<file path="config.mk">
export PLATFORM = sky130hd
export DESIGN_NAME = gray_step_ctrl
export DESIGN_NICKNAME = d
export VERILOG_FILES = /design/src/rtl/gray_pkg.sv /design/src/rtl/gray_step_core.sv /design/src/rtl/gray_step_ctrl.sv
export SDC_FILE = /design/constraint.sdc
export NUM_CORES = 1
export LEC_CHECK = 0
export BUFFER_PORTS_ARGS = -buffer_cell sky130_fd_sc_hd__buf_4
export CORE_MARGIN = 3
export CORE_UTILIZATION = 50
export DETAILED_ROUTE_END_ITERATION = 6
export MAX_ROUTING_LAYER = met4
export PLACE_DENSITY_LB_ADDON = 0.15
export SYNTH_ARGS = -nofsm -noshare
export SYNTH_HDL_FRONTEND = slang
export SYNTH_SLANG_ARGS = --single-unit
</file>
<file path="constraint.sdc">
create_clock -name clk -period 4.6 [get_ports clk]
set_input_delay 1.38 -clock clk [delete_from_list [all_inputs] [get_ports clk]]
set_output_delay 1.38 -clock clk [all_outputs]
set_load 0.1 [all_outputs]
</file>
<file path="src/rtl/gray_pkg.sv">
// Shared types and Gray/binary conversion helpers for the Gray step sequencer.
package gray_pkg;

    typedef enum logic [1:0] {StIdle, StRun, StDone} state_t;

    localparam int unsigned DefWidth = 4;
    localparam int unsigned DefCntW  = 8;

    // Helpers work on zero-extended values, so they serve any width up to 32.
    function automatic logic [31:0] bin2gray(input logic [31:0] b);
        return b ^ (b >> 1);
    endfunction

    function automatic logic [31:0] gray2bin(input logic [31:0] g);
        logic [31:0] b;
        b[31] = g[31];
        for (int i = 30; i >= 0; i--) begin
            b[i] = b[i+1] ^ g[i];
        end
        return b;
    endfunction

endpackage

</file>
<file path="src/rtl/gray_step_core.sv">
// Gray-code register: advances one Gray step up or down whenever en is high.
module gray_step_core
    import gray_pkg::*;
#(
    parameter int unsigned WIDTH = DefWidth
) (
    input  logic             clk,
    input  logic             rst,
    input  logic             en,
    input  logic             dir,
    output logic [WIDTH-1:0] q,
    output logic [WIDTH-1:0] qbar
);

    logic [WIDTH-1:0] bin;
    logic [WIDTH-1:0] bin_nxt;
    logic [WIDTH-1:0] q_nxt;

    // Step in the binary domain so wrap-around is plain modular arithmetic.
    always_comb begin
        bin     = WIDTH'(gray2bin(32'(q)));
        bin_nxt = dir ? bin + WIDTH'(1) : bin - WIDTH'(1);
        q_nxt   = WIDTH'(bin2gray(32'(bin_nxt)));
    end

    always_ff @(posedge clk) begin
        if (rst) begin
            q <= '0;
        end else if (en) begin
            q <= q_nxt;
        end
    end

    assign qbar = ~q;

endmodule

</file>
<file path="src/rtl/gray_step_ctrl.sv">
// Commanded Gray counter sequencer: runs N steps up/down with pause, then pulses done.
// Define GRAY_STEP_CHK_EN to build the sticky single-bit-change checker behind err.
module gray_step_ctrl
    import gray_pkg::*;
#(
    parameter int unsigned WIDTH = DefWidth,
    parameter int unsigned CNT_W = DefCntW
) (
    input  logic             clk,
    input  logic             rst,
    input  logic             start,
    input  logic             dir,
    input  logic [CNT_W-1:0] steps,
    input  logic             pause,
    output logic             busy,
    output logic             done,
    output logic [WIDTH-1:0] q,
    output logic [WIDTH-1:0] qbar,
    output logic             err
);

    state_t           state;
    logic [CNT_W-1:0] rem;
    logic             dir_l;
    logic             en;

    assign en = (state == StRun) && !pause;

    gray_step_core #(
        .WIDTH(WIDTH)
    ) u_core (
        .clk (clk),
        .rst (rst),
        .en  (en),
        .dir (dir_l),
        .q   (q),
        .qbar(qbar)
    );

    always_ff @(posedge clk) begin
        if (rst) begin
            state <= StIdle;
            rem   <= '0;
            dir_l <= 1'b0;
            busy  <= 1'b0;
            done  <= 1'b0;
        end else begin
            unique case (state)
                StIdle: begin
                    if (start) begin
                        if (steps != '0) begin
                            rem   <= steps;
                            dir_l <= dir;
                            busy  <= 1'b1;
                            state <= StRun;
                        end else begin
                            done  <= 1'b1;
                            state <= StDone;
                        end
                    end
                end
                StRun: begin
                    if (!pause) begin
                        rem <= rem - CNT_W'(1);
                        if (rem == CNT_W'(1)) begin
                            busy  <= 1'b0;
                            done  <= 1'b1;
                            state <= StDone;
                        end
                    end
                end
                StDone: begin
                    done  <= 1'b0;
                    state <= StIdle;
                end
                default: state <= StIdle;
            endcase
        end
    end

`ifdef GRAY_STEP_CHK_EN
    logic [WIDTH-1:0] q_prev;
    logic [WIDTH-1:0] diff;
    logic             chk_valid;

    assign diff = q ^ q_prev;

    // chk_valid keeps the edge out of reset from being compared.
    always_ff @(posedge clk) begin
        if (rst) begin
            q_prev    <= '0;
            chk_valid <= 1'b0;
            err       <= 1'b0;
        end else begin
            q_prev    <= q;
            chk_valid <= 1'b1;
            if (chk_valid && ((diff & (diff - WIDTH'(1))) != '0)) begin
                err <= 1'b1;
            end
        end
    end
`else
    assign err = 1'b0;
`endif

endmodule

</file>
* Yosys cells after proc, flatten, opt, wreduce, memory -nomap -nowiden *
Index checks and enable logic that the tools add are counted.

cells by class
  add/subtract/negate cells = 3
  equality and inequality tests = 8
  muxes and demuxes = 20
  bitwise operators = 5
  reductions and logical operators = 11

operator list
  operator                                                count
  2-to-1 mux 8 bit                                        3
  one-hot mux 8 bit (2 select lines)                      1
  AND reduction 5 bit                                     2
  == test 8 x 1 -> 1 bit (second input constant)          1
  2-to-1 mux 1 bit                                        8
  2-to-1 mux 2 bit                                        4
  inequality test 2 bit (second input constant)           4
  nonzero test 8 bit                                      1
  subtractor 8 x 1 -> 8 bit (second input constant)       1
  AND reduction 3 bit                                     2
  adder 4 x 1 -> 4 bit (second input constant)            1
  2-to-1 mux 4 bit                                        1
  inverter 4 bit                                          1
  one-hot mux 2 bit (2 select lines)                      1
  AND reduction 4 bit                                     1
  subtractor 4 x 1 -> 4 bit (second input constant)       1
  XOR 4 x 3 -> 4 bit                                      1
  one-hot mux 1 bit (3 select lines)                      1
  nonzero test 3 bit                                      1
  XOR 1 bit                                               3
  == test 2 x 1 -> 1 bit (second input constant)          1
  == test 2 bit (second input constant)                   1
  logical NOT 2 bit                                       1
  inequality test 2 x 1 -> 1 bit (second input constant)  1
  other kinds (4)                                         4

storage, ports and cells
  flip-flop bits (word level) = 17
  input port bits = 13
  output and inout bits = 11

* Logic depth before layout (Yosys ltp) *
Gate-level depths: netlist (run 1).

  word-level depth = 6
  gate-level depth with buffers = 8
  mapped depth without buffers = 8

* Cells and area by module *
Synthesis (run 1) repeated with hierarchy kept, for this count alone.

unflattened totals
  cells, all modules = 161
  area, all modules = 1336.3 µm²

modules (own cells, without submodules)
  module          instances  cells an instance  area an instance (µm²)  sequential area each (µm²)
  gray_step_ctrl  1          115                930.9                   260.2
  gray_step_core  1          46                 405.4                   80.1

* Worst setup path before layout (run 1) *
Ideal clock, no wire load.

  path type = reg-to-output
  start = register u_core.q[0]
  end = output port qbar[0]
  data arrival time = 1.765 ns
  setup slack = 1.455 ns
  stages on the path, launching flop included = 2
  path through = dfxtp_1 inv_1

between the ends
  cells in the longest elaborated chain, start to end = 1

ends and longest elaborated chain
  element                 RTL line              text
  start, declared         gray_step_core.sv:11  output logic [WIDTH-1:0] q,
  start signal, assigned  gray_step_core.sv:30  q <= q_nxt;
  inverter 4 bit          gray_step_core.sv:34  assign qbar = ~q;
  end, declared           gray_step_ctrl.sv:18  output logic [WIDTH-1:0] qbar,

Every way passes these cells.

* Worst setup path after layout (run 1) *
  start = register state[1]
  end = register busy

between the ends
  cells in the longest elaborated chain, start to end = 3
  elaborated cells on any way between the ends = 9
  those cells by class = eq/ne: 5; mux: 1; reduce/logical: 3

ends and longest elaborated chain
  element                                                                  RTL line              text
  start, declared                                                          gray_step_ctrl.sv:22  state_t state;
  start signal, assigned                                                   gray_step_ctrl.sv:42  state <= StIdle;
  start signal, assigned                                                   gray_step_ctrl.sv:55  state <= StRun;
  start signal, assigned                                                   gray_step_ctrl.sv:58  state <= StDone;
  == test 2 x 1 -> 1 bit / logical NOT 2 bit (equally long branches)       gray_step_ctrl.sv:48  unique case (state)
  inequality test 2 x 1 -> 1 bit (no source line) (tied with other cells)  --
  AND reduction 5 bit (no source line)                                     --
  end signal, assigned                                                     gray_step_ctrl.sv:45  busy <= 1'b0;
  end signal, assigned                                                     gray_step_ctrl.sv:54  busy <= 1'b1;
  end signal, assigned                                                     gray_step_ctrl.sv:66  busy <= 1'b0;
  end, declared                                                            gray_step_ctrl.sv:15  output logic busy,

Several ways; a longest one is shown, not always the timed one.
A chain may end at the register's enable or synchronous reset.

==> results.json, run 1 <==
{
  "outcome": "completed",
  "finalCriticalPeriod_ns": 2.61,
  "place_congestion": 0.816,
  "synth_edf_count": 0,
  "crit_fanout": 24,
  "syn_nets": 171,
  "p_per_area_nw_per_um2": 411,
  "cts-root-buf": "clkbuf_4",
  "reg2reg_depth": 7,
  "cts_setup_buffers": 0,
  "cts_tree": "built",
  "r2r_slack_ns": 1.99,
  "antenna_found_initial": 0,
  "clkLatencyLatePin_ns": 0.30,
  "grt_start_max_net_pins": 25,
  "cts.sinks": 17,
  "grt_pass1_vias": 1079,
  "max-vdd-ir-drop_v": 0.000363,
  "area_growth_pct": 15.9,
  "grt_pass1_wl_um": 4660,
  "numPortBuffers": 22,
  "fin_worst_skew_ns": 0.00798,
  "required_ns": 4.79,
  "finalSetupTns_ns": 0,
  "hold_path.class": "reg -> reg",
  "final_cell_mix": "buf_4, dfxtp_1, inv_1, a21oi_1, o21ai_0",
  "synth_area_um2": 1230,
  "htreeDepth": 1,
  "ctsHoldBuffers": 0,
  "syn_area_per_cell_um2": 8.18,
  "die_w_um": 55.7,
  "reg2reg_from": "state[1]",
  "drc": 0,
  "track_usage_pct": 18.8,
  "numCtsBuffers": 3,
  "post_drt_wl_per_cell_um": 13.9,
  "route.vias.total": 1115,
  "worstPathArrival_ns": 2.80,
  "fp.dieH_um": 55.7,
  "post_route_cells_drive_above_1_share_pct": 24.7,
  "clock_path_buffers": 2,
  "rsz0062_at_grt": "no",
  "hold_viol": 0,
  "drtIter0Drc": 32,
  "clkTransAtPathRegs_ns": 0.11,
  "critPathCaptureType": "flop",
  "yosys_most_used_dff": "dfxtp_1",
  "relSlewSlack_pct": 45.3,
  "io_pins": 24,
  "cpPeakStageDelay_ns": 0.70,
  "leakage_uw": 0.000593,
  "crit_path_start": "state[1]",
  "reg2reg_to": "busy",
  "cpMaxStageDelayCell": "ha_1",
  "initial_utilization_pct": 54.3,
  "finalCritPeriodShare_pct": 56.8,
  "yosys_warnings": 0,
  "stdcell_count": 198,
  "dpl.cell_count": 194,
  "syn_inst": 151,
  "setup_viol": 0,
  "antennaDiodeCount": 0,
  "grt_overflow_total": 0,
  "viasPerCell": 5.63,
  "drv_slew": 0,
  "synth-seq-cells": 17,
  "drtAntennaViolNets": 0,
  "dp_hpwl_um": 2060,
  "tightest_slew_ns": 0.821,
  "startpoint_type": "flop",
  "nNetsFinal": 191,
  "crit_chain": "inv_1, ha_1, nor2b_1, o21bai_1, a21bo_2, o31ai_1, a21oi_1",
  "ys_types": 46,
  "critical_path_class": "reg -> reg",
  "ys_seq_area_share_pct": 27.6,
  "num_rows": 17,
  "fmax_mhz": 383,
  "core-area_um2": 2280,
  "die_area_um2": 3100,
  "wl_um": 2740,
  "cts_resized": 0,
  "fill_cells": 208,
  "synthArstFlopShare_pct": 0,
  "drv_cap": 0,
  "final_common_cell": "buf_4",
  "firstDrtPassIters": 4,
  "cp-endpoint": "busy"
}
## state kept, by name, indices dropped and copies added, names as in the netlist
register  flops
dir_l         1
rem           8
u_core.q      4
busy          1
state         2
done          1
## routing by layer
metal  vias up  global-route usage (%)  routed length [um]
met5         -                       -                   0
met3         2                    5.10                 132
li1        571                       -                   -
met2        21                    29.6                1260
met4         0                    5.21                  23
met1       521                    23.6                1330
## power by group
part / internal (uW) / total [uW] / leakage, uW / switching, uW
Clock: 32.4 / 82.5 / 0.0000177 / 50.1
Sequential: 169 / 195 / 0.000140 / 25.3
Combinational: 114 / 311 / 0.000435 / 197
## worst max-delay path: cells and delay by family (launching register included)
family | cells | cell delay, ns
flip-flops | 1 | 0.33
AO/OA/AOI/OAI | 4 | 0.86
AND/OR/NAND/NOR | 1 | 0.52
buffers and inverters | 1 | 0.09
adder cells (fa/ha/maj) | 1 | 0.70
## cell usage after synthesis, types with 2 or more instances
cell / n / area share, %
a21oi_1: 14 / 5.7
mux2i_1: 3 / 2.4
a211oi_1: 3 / 1.8
o21ai_0: 11 / 4.5
dfxtp_1: 17 / 28
and2_1: 2 / 1.0
o21bai_1: 2 / 1.2
or3b_2: 2 / 1.4
a21bo_2: 2 / 1.6
nor2_1: 8 / 2.4
nand4b_1: 2 / 1.4
or4_4: 2 / 1.8
inv_1: 16 / 4.9
xnor2_1: 3 / 2.1
a21boi_0: 3 / 1.8
nand2b_1: 3 / 1.5
nor4_1: 3 / 1.5
xor2_1: 2 / 1.4
ha_1: 7 / 7.1
o31ai_1: 2 / 1.2
mux2_2: 2 / 1.8
clkbuf_1: 4 / 1.2
a211oi_2: 2 / 2.0
nand3_1: 4 / 1.6
nor2b_1: 4 / 2.0
nand2_1: 8 / 2.4
## cell type report
type | instances | area, um2 | area share [%]
Sequential cell | 17 | 340 | 23.8
Clock inverter | 1 | 5.00 | 0.350
Tap cell | 28 | 35.0 | 2.45
Clock buffer | 3 | 22.5 | 1.57
Multi-Input combinational cell | 111 | 803 | 56.1
Timing Repair Buffer | 22 | 165 | 11.5
Inverter | 16 | 60.1 | 4.20
## cells by family (layout without fill, tap and decap cells)
group / after synthesis / after routing / share of synthesized area, %
other cells: 1 / 1 / 0.304
compound gates: 47 / 47 / 26.9
fa+ha+maj: 7 / 7 / 7.09
xor+xnor: 6 / 6 / 5.37
simple gates: 45 / 45 / 21.1
buf+inv: 23 / 42 / 7.40
flops: 17 / 17 / 27.6
mux: 5 / 5 / 4.26
## through the flow
stage | setup WS (ns) | total power (uW) | util (%) | hold slack [ns] | area (um2)
6_report | 1.99 | 589 | 62.9 | 0.491 | 1430
2_1_floorplan | 1.45 | 444 | - | 0.450 | 1230
3_5_place_dp | 1.68 | 507 | 61.7 | 0.481 | 1400
3_3_place_gp | 1.73 | 499 | 61.7 | 0.465 | 1400
4_1_cts | 1.99 | 591 | 62.9 | 0.496 | 1430
5_1_grt | 1.71 | 630 | 62.9 | 0.519 | 1430
## worst min path at each step
stage | from | endpoint | slack [ns] | cells past startpoint
2_1_floorplan | rem[7] | rem[7] | 0.45 | 2
3_3_place_gp | rem[7] | rem[7] | 0.46 | 2
3_5_place_dp | done | done | 0.48 | 2
4_1_cts | done | done | 0.50 | 2
5_1_grt | done | done | 0.52 | 2
6_report | state[0] | state[0] | 0.49 | 2
No activity file was read; power rests on OpenSTA's default activity.
==> inputs of run 2 (changes only) <==
clock period = 2.7 ns   (was 4.6 ns; I/O delays follow)
==> results.json, run 2 (synthesized netlist as in run 1, its figures left out) <==
{
  "route.vias.total": 1112,
  "outcome": "completed",
  "tightest_slew_ns": 0.695,
  "viasPerCell": 5.56,
  "leakage_uw": 0.000605,
  "numCtsBuffers": 3,
  "utilization_pct": 63.8,
  "track_usage_pct": 18.3,
  "crit_fanout": 6,
  "core-area_um2": 2280,
  "cts_setup_buffers": 0,
  "largest_register": "rem",
  "grt_pass1_vias": 1029,
  "crit_chain": "xnor3_1, inv_1, ha_1, nand4b_1, a21oi_1, or4_4, and4_1, a211oi_2",
  "max-vdd-ir-drop_v": 0.000436,
  "relSlewSlack_pct": 53.3,
  "num_rows": 17,
  "crit_family": "simple AND/OR/NAND/NOR gates",
  "fill_cells": 195,
  "dpl.cell_count": 196,
  "nNetsFinal": 193,
  "cts.sinks": 17,
  "fin_ws_ns": 0.373,
  "clkLatencyLatePin_ns": 0.30,
  "io_pins": 24,
  "critical_path_class": "reg -> reg",
  "drv_cap": 0,
  "p_sw_share_pct": 46.2,
  "largest_reg_flops": 8,
  "cpMaxStageDelayCell": "or4_4",
  "grt_pass1_wl_um": 4590,
  "sequentialPowerShare_pct": 32.8,
  "htreeDepth": 1,
  "p_int_uw": 543,
  "clkTransAtPathRegs_ns": 0.10,
  "cp_num_buf_inv": 1,
  "finalCriticalPeriod_ns": 2.33,
  "antenna_found_initial": 0,
  "die_w_um": 55.7,
  "stdcell_count": 200,
  "critPathCaptureType": "flop",
  "die_area_um2": 3100,
  "p_per_area_nw_per_um2": 695,
  "dp_hpwl_um": 2020,
  "antennaDiodeCount": 0,
  "numPortBuffers": 22,
  "hold_viol": 0,
  "setup_viol": 0,
  "final_cell_mix": "buf_4, inv_1, a21oi_1, dfxtp_1, o21ai_0",
  "drtAntennaViolNets": 0,
  "fmax_mhz": 430,
  "cpPeakStageDelay_ns": 0.50,
  "startpoint_type": "flop",
  "firstDrtPassIters": 4,
  "hold_path.class": "reg -> reg",
  "drv_slew": 0,
  "rsz0062_at_grt": "no",
  "clock_path_buffers": 2,
  "worstPathArrival_ns": 2.55,
  "combPwrFrac_pct": 53.5,
  "post_route_cells_drive_above_1_share_pct": 27.9,
  "clkPwrFrac_pct": 13.7,
  "fin_worst_skew_ns": 0.00713,
  "cts-root-buf": "clkbuf_4",
  "post_drt_wl_per_cell_um": 13.6,
  "drtIter0Drc": 35,
  "top_regs": "rem x8, u_core.q x4, state x2",
  "required_ns": 2.92,
  "ctsHoldBuffers": 0,
  "area_growth_pct": 17.5,
  "wl_um": 2720,
  "fp.dieH_um": 55.7,
  "cts_tree": "built",
  "ff_latch_area_um2": 345,
  "place_congestion": 0.858,
  "post-place-ws_ns": 0.372,
  "grt_start_max_net_pins": 25,
  "initial_utilization_pct": 54.3,
  "grt_overflow_total": 0,
  "multi_input_comb_area_um2": 803,
  "p_sw_uw": 466,
  "finalSetupTns_ns": 0,
  "cts_resized": 0,
  "finalCritPeriodShare_pct": 86.2,
  "final_common_cell": "buf_4",
  "drc": 0
}
==> run 2: path summary, 6_finish.rpt <==
check | slack (ns) | end | from | cells past startpoint
hold / removal | 0.48 | busy | busy | 2
setup / recovery | 0.37 | u_core.q[2] | u_core.q[3] | 8
hold reg to reg | 0.48 | busy | busy | 2
setup reg to reg | 0.37 | u_core.q[2] | u_core.q[3] | 8
==> run 2: area by class of cell <==
type                    instances  area share, %
repair buffers                 24           12.4
clock inverters                 1          0.345
flip-flops and latches         17           23.8
well taps                      28           2.41
multi-input cells             111           55.3
inverters                      16           4.14
clock buffers                   3           1.55
==> run 2: power groups by stage <==
stage	sequential, uW	combinational (uW)	clock (uW)
after floorplan	394	363	0
after global placement	335	520	0
after detailed placement	336	533	0
after CTS	330	537	143
after global routing	339	590	152
final	331	540	138
==> run 2: stage by stage <==
stage / hold WS (ns) / power (uW) / cell area (um2)
after detailed placement: 0.459 / 869 / 1420
final: 0.477 / 1010 / 1450
after CTS: 0.476 / 1010 / 1450
after floorplan: 0.450 / 757 / 1240
after global placement: 0.466 / 855 / 1420
after global routing: 0.516 / 1080 / 1450
==> run 2: layer usage <==
metal	global-route usage [%]	part of all wire, %	vias to the layer above
met5	-	0	-
met4	2.78	0	0
met3	3.71	5.4	0
met2	28.2	46	39
met1	25.1	48	503
li1	-	-	570
==> run 2: worst register-to-register path, stage by stage, from the launching register on <==
cell      delay [ns]
dfxtp_2         0.40
xnor3_1         0.43
inv_1           0.07
ha_1            0.26
nand4b_1        0.11
a21oi_1         0.09
or4_4           0.50
and4_1          0.22
a211oi_2        0.17
